**src/rtl/sie_pkg.sv**
```systemverilog
`default_nettype none
// ============================================================================
//  Module      : sie_pkg
//  Description : Shared types and constants for the SIE token receive path.
//                Holds the token sequencer state encoding, the token PID
//                values, the CRC5 good-residual constant and the field widths
//                that define a token packet layout.
//  Revision    : 1.0  initial release
// ============================================================================
package sie_pkg;

    // Token sequencer states, explicitly 3 bits wide
    typedef enum logic [2:0] {
        IDLE     = 3'd0,
        SYNC     = 3'd1,
        PID      = 3'd2,
        DATA     = 3'd3,
        WAIT_EOP = 3'd4,
        DONE     = 3'd5
    } token_rx_state_t;

    // Remainder left in the CRC5 checker after a token with a correct CRC
    localparam logic [4:0] CRC5_RESIDUAL = 5'b01100;

    // PID[1:0] shared by every token-class PID
    localparam logic [1:0] TOKEN_TYPE    = 2'b01;

    // Token PIDs (low nibble; the high nibble is its complement on the wire)
    localparam logic [3:0] PID_IN        = 4'h9;
    localparam logic [3:0] PID_OUT       = 4'h1;
    localparam logic [3:0] PID_SETUP     = 4'hD;
    localparam logic [3:0] PID_SOF       = 4'h5;

    // Field lengths in unstuffed bit times
    localparam logic [5:0] SYNC_BITS     = 6'd8;
    localparam logic [5:0] PID_BITS      = 6'd8;
    localparam logic [5:0] DATA_BITS     = 6'd16;  // 11 payload + 5 CRC
    localparam logic [5:0] DATA_KEEP     = 6'd11;  // addr[6:0] + endp[3:0]

endpackage : sie_pkg
`default_nettype wire

```
**src/rtl/token_rx_ctrl.sv**
```systemverilog
`default_nettype none
// ============================================================================
//  Module      : token_rx_ctrl
//  Description : Token-packet sequencer for the downstream SIE path. Follows
//                one received token bit by bit (SYNC, PID, 16 DATA bits, EOP),
//                frames the downstream CRC5 checker, captures PID / address /
//                endpoint and reports exactly one token_valid or token_err
//                pulse per packet.
//  Ports       :
//    clk              in   system clock
//    rst_n            in   synchronous active-low reset
//    en               in   bit strobe; all bit-level state advances on en=1
//    serial_in        in   decoded line bit, LSB first
//    is_stuffed       in   current bit is a stuffed bit (ignored)
//    pkt_start        in   first SYNC bit (with en)
//    eop_det          in   SE0 end-of-packet seen (with en)
//    crc5_ready       in   CRC5 checker has consumed its 16 data bits
//    crc5_reg[4:0]    in   CRC5 checker remainder
//    in_transmission  out  high in SYNC / PID / DATA
//    end_transmission out  high in DONE; checker clears on en
//    busy             out  state != IDLE
//    pid[3:0]         out  last good token PID
//    addr[6:0]        out  last good token address
//    endp[3:0]        out  last good token endpoint
//    token_valid      out  1-clk pulse, good token
//    token_err        out  1-clk pulse, bad or aborted packet
//  Revision    : 1.0  initial release
// ============================================================================
module token_rx_ctrl
    import sie_pkg::*;
#(
    parameter int EOP_TIMEOUT = 8
) (
    input  logic       clk,
    input  logic       rst_n,
    input  logic       en,
    input  logic       serial_in,
    input  logic       is_stuffed,
    input  logic       pkt_start,
    input  logic       eop_det,
    input  logic       crc5_ready,
    input  logic [4:0] crc5_reg,
    output logic       in_transmission,
    output logic       end_transmission,
    output logic       busy,
    output logic [3:0] pid,
    output logic [6:0] addr,
    output logic [3:0] endp,
    output logic       token_valid,
    output logic       token_err
);

    localparam logic [5:0] c_EOP_TIMEOUT = 6'(EOP_TIMEOUT);

    token_rx_state_t r_state;
    token_rx_state_t w_state_nxt;

    logic [5:0]  r_bit_cnt;
    logic [7:0]  r_pid_sr;
    logic [10:0] r_data_sr;
    logic [3:0]  r_pid;
    logic [6:0]  r_addr;
    logic [3:0]  r_endp;
    logic        r_token_valid;
    logic        r_token_err;

    logic        w_bit_tick;    // a real (unstuffed) bit time
    logic [5:0]  w_cnt_inc;
    logic        w_check_pass;
    logic        w_done_ok;     // entering DONE with a good token
    logic        w_done_err;    // entering DONE with any failure

    assign w_bit_tick = en & ~is_stuffed;
    assign w_cnt_inc  = r_bit_cnt + 6'd1;

    assign w_check_pass = (r_pid_sr[7:4] == ~r_pid_sr[3:0])
                        && (r_pid_sr[1:0] == TOKEN_TYPE)
                        && crc5_ready
                        && (crc5_reg == CRC5_RESIDUAL);

    // ------------------------------------------------------------------------
    // State register
    // ------------------------------------------------------------------------
    always_ff @(posedge clk) begin
        if (!rst_n) begin
            r_state <= IDLE;
        end else begin
            r_state <= w_state_nxt;
        end
    end

    // ------------------------------------------------------------------------
    // Next state and state-decoded outputs
    // eop_det wins over field completion, so an EOP that lands with the last
    // DATA bit still ends as a short packet.
    // ------------------------------------------------------------------------
    always_comb begin
        w_state_nxt      = r_state;
        w_done_ok        = 1'b0;
        w_done_err       = 1'b0;
        in_transmission  = 1'b0;
        end_transmission = 1'b0;
        busy             = (r_state != IDLE);

        case (r_state)
            IDLE: begin
                if (en && pkt_start) begin
                    w_state_nxt = SYNC;
                end
            end
            SYNC: begin
                in_transmission = 1'b1;
                if (en && eop_det) begin
                    w_state_nxt = DONE;
                    w_done_err  = 1'b1;
                end else if (w_bit_tick && (w_cnt_inc == SYNC_BITS)) begin
                    w_state_nxt = PID;
                end
            end
            PID: begin
                in_transmission = 1'b1;
                if (en && eop_det) begin
                    w_state_nxt = DONE;
                    w_done_err  = 1'b1;
                end else if (w_bit_tick && (w_cnt_inc == PID_BITS)) begin
                    w_state_nxt = DATA;
                end
            end
            DATA: begin
                in_transmission = 1'b1;
                if (en && eop_det) begin
                    w_state_nxt = DONE;
                    w_done_err  = 1'b1;
                end else if (w_bit_tick && (w_cnt_inc == DATA_BITS)) begin
                    w_state_nxt = WAIT_EOP;
                end
            end
            WAIT_EOP: begin
                if (en && eop_det) begin
                    w_state_nxt = DONE;
                    w_done_ok   = w_check_pass;
                    w_done_err  = ~w_check_pass;
                end else if (w_bit_tick && (w_cnt_inc == c_EOP_TIMEOUT)) begin
                    w_state_nxt = DONE;
                    w_done_err  = 1'b1;
                end
            end
            DONE: begin
                end_transmission = 1'b1;
                if (en) begin
                    w_state_nxt = IDLE;
                end
            end
            default: begin
                w_state_nxt = IDLE;
            end
        endcase
    end

    // ------------------------------------------------------------------------
    // Bit counter, shift registers, captured fields and result pulses.
    // Pulses are not gated by en: once launched they last exactly one clk.
    // ------------------------------------------------------------------------
    always_ff @(posedge clk) begin
        if (!rst_n) begin
            r_bit_cnt     <= 6'd0;
            r_pid_sr      <= 8'd0;
            r_data_sr     <= 11'd0;
            r_pid         <= 4'd0;
            r_addr        <= 7'd0;
            r_endp        <= 4'd0;
            r_token_valid <= 1'b0;
            r_token_err   <= 1'b0;
        end else begin
            r_token_valid <= w_done_ok;
            r_token_err   <= w_done_err;

            if (w_done_ok) begin
                r_pid  <= r_pid_sr[3:0];
                r_addr <= r_data_sr[6:0];
                r_endp <= r_data_sr[10:7];
            end

            // The pkt_start bit is itself the first SYNC bit, so SYNC is
            // entered with one bit already counted.
            if (w_state_nxt != r_state) begin
                r_bit_cnt <= ((r_state == IDLE) && w_bit_tick) ? 6'd1 : 6'd0;
            end else if (w_bit_tick && (r_state != IDLE) && (r_state != DONE)) begin
                r_bit_cnt <= w_cnt_inc;
            end

            if ((r_state == PID) && w_bit_tick) begin
                r_pid_sr <= {serial_in, r_pid_sr[7:1]};
            end

            // Only the 11 payload bits are kept; the trailing CRC bits belong
            // to the CRC5 checker.
            if ((r_state == DATA) && w_bit_tick && (r_bit_cnt < DATA_KEEP)) begin
                r_data_sr <= {serial_in, r_data_sr[10:1]};
            end
        end
    end

    assign pid         = r_pid;
    assign addr        = r_addr;
    assign endp        = r_endp;
    assign token_valid = r_token_valid;
    assign token_err   = r_token_err;

endmodule : token_rx_ctrl
`default_nettype wire

```
**config.mk**
```make
export PLATFORM = sky130hd
export DESIGN_NAME = token_rx_ctrl
export DESIGN_NICKNAME = d
export VERILOG_FILES = /design/src/rtl/sie_pkg.sv /design/src/rtl/token_rx_ctrl.sv
export SDC_FILE = /design/constraint.sdc
export NUM_CORES = 1
export LEC_CHECK = 0
export CORE_ASPECT_RATIO = 0.6
export CORE_MARGIN = 2
export CORE_UTILIZATION = 30
export DETAILED_ROUTE_END_ITERATION = 8
export SETUP_SLACK_MARGIN = 0.05
export SLEW_MARGIN = 20
export SYNTH_ARGS = -nofsm -noshare
export SYNTH_HDL_FRONTEND = slang
export SYNTH_SLANG_ARGS = --single-unit
```
**constraint.sdc**
```tcl
create_clock -name clk -period 4.8 [get_ports clk]
set_input_delay 0.96 -clock clk [delete_from_list [all_inputs] [get_ports clk]]
set_output_delay 0.96 -clock clk [all_outputs]
set_load 0.03 [all_outputs]
```
======== Word-level counts from Yosys, hierarchy flattened ========
Index checks and enable logic that the tools add are counted.
operators by class
  mux-type cells .......................... 22
  reductions and logical operators ........ 17
  magnitude comparators ................... 1
  equality and inequality tests ........... 12
  $add $sub $neg .......................... 1
  bitwise gates (word level) .............. 4
operator list
  cell                 count
  $mux 3               10
  $pmux 3 s6           1
  $logic_and 1x1->1    13
  $mux 6               2
  $mux 1               8
  $add 6x1->6 const B  1
  $eq 3x2->1 const B   2
  $eq 3x3->1 const B   2
  $eq 6x4->1 const B   1
  $eq 6x5->1 const B   1
  $lt 6x4->1 const B   1
  $eq 5x4->1 const B   1
  $eq 4x4->1           1
  $not 4->4            1
  $eq 3x1->1 const B   1
  $logic_not 3->1      1
  $ne 3x3->1           1
  $ne 3x3->1 const B   1
  $reduce_bool 3->1    1
  $reduce_or 3->1      1
  $eq 2x1->1 const B   1
  $not 1->1            2
  $pmux 1 s2           1
  $reduce_bool 2->1    1
  $and 1x1->1          1
word-level totals
  logic and storage cells ................. 66
  bits of input ports ..................... 13
  output and inout bits ................... 20
  flip-flop bits (word level) ............. 45

======== Logic depth before layout (Yosys ltp) ========
  depth after elaboration ................. 8
  depth in mapped cells ................... 7

======== Worst setup path after synthesis ========
OpenSTA, ideal clock, no wires.
  path kind ............................... input port to flip-flop
  from .................................... in en
  to ...................................... reg r_addr[0], in the netlist addr[0]
  data arrival time ....................... 2.415 ns
  setup slack ............................. 2.268 ns
  path buffers ............................ 2
  stages .................................. 7
  setup time .............................. 0.116 ns
  data required time ...................... 4.684 ns
  cells stage by stage .................... buf_4 -> nand2_4 -> or3_4 -> nor4_4 -> buf_6 -> mux2i_1 -> nor2b_1
on the way
  longest elaborated chain between the ends .. 3
ends and longest elaborated chain
  element                 RTL line              RTL
  start: declaration      token_rx_ctrl.sv:36   input logic en,
  $logic_and 1x1->1       token_rx_ctrl.sv:139  if (en && eop_det) begin
  $mux 1                  token_rx_ctrl.sv:139
  $mux 1                  token_rx_ctrl.sv:105  case (r_state)
  end signal: assignment  token_rx_ctrl.sv:180  r_addr <= r_data_sr[6:0];
  end: declaration        token_rx_ctrl.sv:62   logic [6:0] r_addr;
No other way between the ends.
A chain may end at the register's enable or synchronous reset.

======== Worst setup path in the final report ========
  from .................................... reg r_state[0]
  to ...................................... out end_transmission
on the way
  longest elaborated chain between the ends .. 2
ends and longest elaborated chain
  element                   RTL line              RTL
  start: declaration        token_rx_ctrl.sv:55   token_rx_state_t r_state;
  start signal: assignment  token_rx_ctrl.sv:88   r_state <= w_state_nxt;
  $eq 3x3->1                token_rx_ctrl.sv:105
  $mux 1                    token_rx_ctrl.sv:105
  end: declaration          token_rx_ctrl.sv:44   output logic end_transmission,
No other way between the ends.

==> metrics.md <==
| Metric | Value |
|---|---|
| Outcome | complete, no violations |
| Row count | 23 |
| Internal reg-to-reg setup slack | 2.54 ns |
| Final cycle utilization of the critical path | 65.89% |
| Worst EP required | 3.84 ns |
| Worst vdd ir | 0.0001963 V |
| HPWL reported at the end of detailed placement | 3336 um |
| Grt met3 use | 4.514% |
| Worst setup SP type | register |
| Pin count of the biggest net entering global routing | 43 |
| Fraction of layout cells with a size suffix above 1 | 5.447% |
| Iter 0 DRT Violations | 86 |
| Vias in the first global route | 1502 |
| Seq. cell area | 900.9 sq um |
| Non-Filler Instances | 344 |
| Avg Vias per Cell | 4.849 |
| Die X | 113.9 um |
| GRT busiest layer | met1 |
| Post-synth top cells | dfxtp_1, mux2i_1, nor2b_1 |
| Clk slew on worst S/H paths | 0.06 ns |
| Layout Nets | 271 |
| Worst-margin pin slew | 0.8124 ns |
| Worst skew pair latency | 0.28 ns |
| CTS Buffer Depth | 2 |
| Yosys top cell area share | 41.47% |
| Clock Root Buffer | clkbuf_16 |
| Antenna violations before repair | 0 |
| Synth Flop Type | dfxtp_1 |
| RSZ-0062 raised after global routing | no |
| Gr ovfl total | 0 |
| Crit path capture type | output pin |
| GRT Overall Usage | 12.60% |
| Library cells used by synthesis | 43 |
| Area Overhead vs Synth | 25.69% |
| Max FO, Critical Path | 15 |
| CTS tree | done |
| Initial core utilization | 31.71% |
| Util after Layout | 39.86% |
| DRT antenna net count | 0 |
| Slew margin rel. | 45.68% |
| # hold bufs at CTS | 0 |
| Met1 Track Usage GR | 20.90% |
| Synth warnings | 0 |
| Clk sinks | 45 |
| Register area share after synthesis | 41.47% |
| Cells after Synth | 228 |
| Setup Viol. Count Final | 0 |
| Top-count cell post-synth | dfxtp_1 |
| Diodes inserted | 0 |
| Die area | 7959 sq um |
| Post-layout minimum cycle time | 3.163 ns |
| Fin. Hold Viols | 0 |
| Setup_tns | 0 ns |
| Placed Cells incl. Taps | 336 |
| Worst hold path type | register to register |
| Number of synthesized register bits | 45 |
| P_leak | 1.069 nW |
| Vias | 1668 |
| Max-Cap Viols | 0 |
| DRC violations left | 0 |
| H-Tree Depth | 2 |
| P per Cell Area | 305.2 nW/um^2 |
| Fmax | 316.2 MHz |
| Syn Nets | 243 |
| Crit path DAT | 2.20 ns |
| # IOs | 33 |
| Largest cells by area after synthesis | dfxtp_1, mux2i_1, nor2b_1 |
| Final Cell Area | 2730 sq um |
| Async SR Flop Fraction | 0% |
| Area of the multi-input gates | 1205 sq um |
| Grt met2 use | 14.64% |
| Post-synth EDFFs | 0 |
| Drt total wl | 4654 um |
| Netlist Area Pre-Place | 2172 sq um |
| Kind of critical path | register to output pin |
| Post-CTS setup buffers | 0 |
| WL per Instance | 13.53 um |
| Max Transition Viols Final | 0 |
| First-pass GRT wire length | 7872 um |
| Avg Cell Area, Syn | 9.527 sq um |
| # fillers | 670 |
| First-pass DRT Iterations | 5 |
| Cts bufs inserted | 5 |
| Final Skew | 0.003216 ns |
| Post-synth top area cell | dfxtp_1 |
| Core ar. | 6849 sq um |
| Die Y | 69.91 um |
| GPL Wtd Cong | 0.9299 |
| Post_cts resized | 0 |
| Placed cell areas | 2554 sq um |
| IO Port Bufs | 32 |
routing by layer:
layer | wire length, um | up-vias | share of wire, %
li1 | - | 848 | -
met1 | 2616 | 758 | 56
met2 | 1614 | 58 | 35
met3 | 392 | 4 | 8.4
met4 | 30 | 0 | 0.64
met5 | 0 | - | 0
report_power, final:
part	switching [W]	internal, W	leakage, nW
clock network	0.000145	0.000260	0.0831
registers	0.00000472	0.000375	0.363
logic	0.0000246	0.0000245	0.624
total	0.000174	0.000659	1.07
cell type report:
type	instances	share of cell area [%]
Clock inverter	2	1.375
Tap cell	87	3.987
Sequential cell	45	33.00
Clock buffer	6	5.087
Inverter	1	0.1375
Multi-Input combinational cell	169	44.13
Timing Repair Buffer	34	12.28
state kept, by name, summed over array words and instances, names as in the netlist:
register	flops
addr	7
endp	4
pid	4
r_bit_cnt	6
r_data_sr	11
r_pid_sr	8
r_state	3
token_err	1
token_valid	1
through the flow:
step	total power (W)	setup WS [ns]	hold WS [ns]
3_3_place_gp	0.0004371	1.649	0.4154
2_1_floorplan	0.0004161	2.268	0.4788
5_1_grt	0.0008651	1.543	0.4751
6_report	0.0008332	1.637	0.4305
3_5_place_dp	0.0004367	1.619	0.4273
4_1_cts	0.0008460	1.668	0.4368
path summary, 6_finish.rpt:
path / from / endpoint / cells after the start
worst max register to register: r_state[0] / r_bit_cnt[5] / 6
worst min-delay path: pid[1] / pid[1] / 2
worst min register to register: pid[1] / pid[1] / 2
worst max-delay path: r_state[0] / end_transmission / 3
placed cells by master (no fill, tap or decap), drive strengths merged:
master and n:
clkdlybuf4s50 32, nand4b 1, a2bb2oi 1, inv 1
clkinvlp 1, a221oi 1, a22oi 1, xnor2 3
nand2b 1, a21oi 4, nor3b 1, nor2 17
nor4 2, a21o 2, buf 2, nor2b 36
o21a 3, o21ai 1, and4b 1, nor3 2
o2111ai 1, mux2i 36, and3 1, xor2 8
a31oi 2, nor4bb 1, bufinv 1, or3 3
nand3 6, dfxtp 45, o211ai 4, nand4 4
nand2 16, a21boi 1, ha 2, o31ai 1
o32ai 2, and2 3, a211oi 1, clkbuf 6
critical path, stage by stage, from the launching register on:
cell	delay (ns)
dfxtp_1	0.65
nor2b_1	0.42
and2_1	0.19
clkdlybuf4s50_1	0.66
cells by family (layout without fill, tap and decap cells):
group	count (synthesis)	in the layout	share of synthesized area [%]
buffers and inverters	14	43	3.053
AO/OA/AOI/OAI	25	25	8.410
XOR/XNOR	11	11	4.436
multiplexers	36	36	16.59
adder cells (fa/ha/maj)	2	2	1.152
AND/OR/NAND/NOR	95	95	24.89
flip-flops	45	45	41.47
Note: power is estimated with default switching activity, not from simulation.
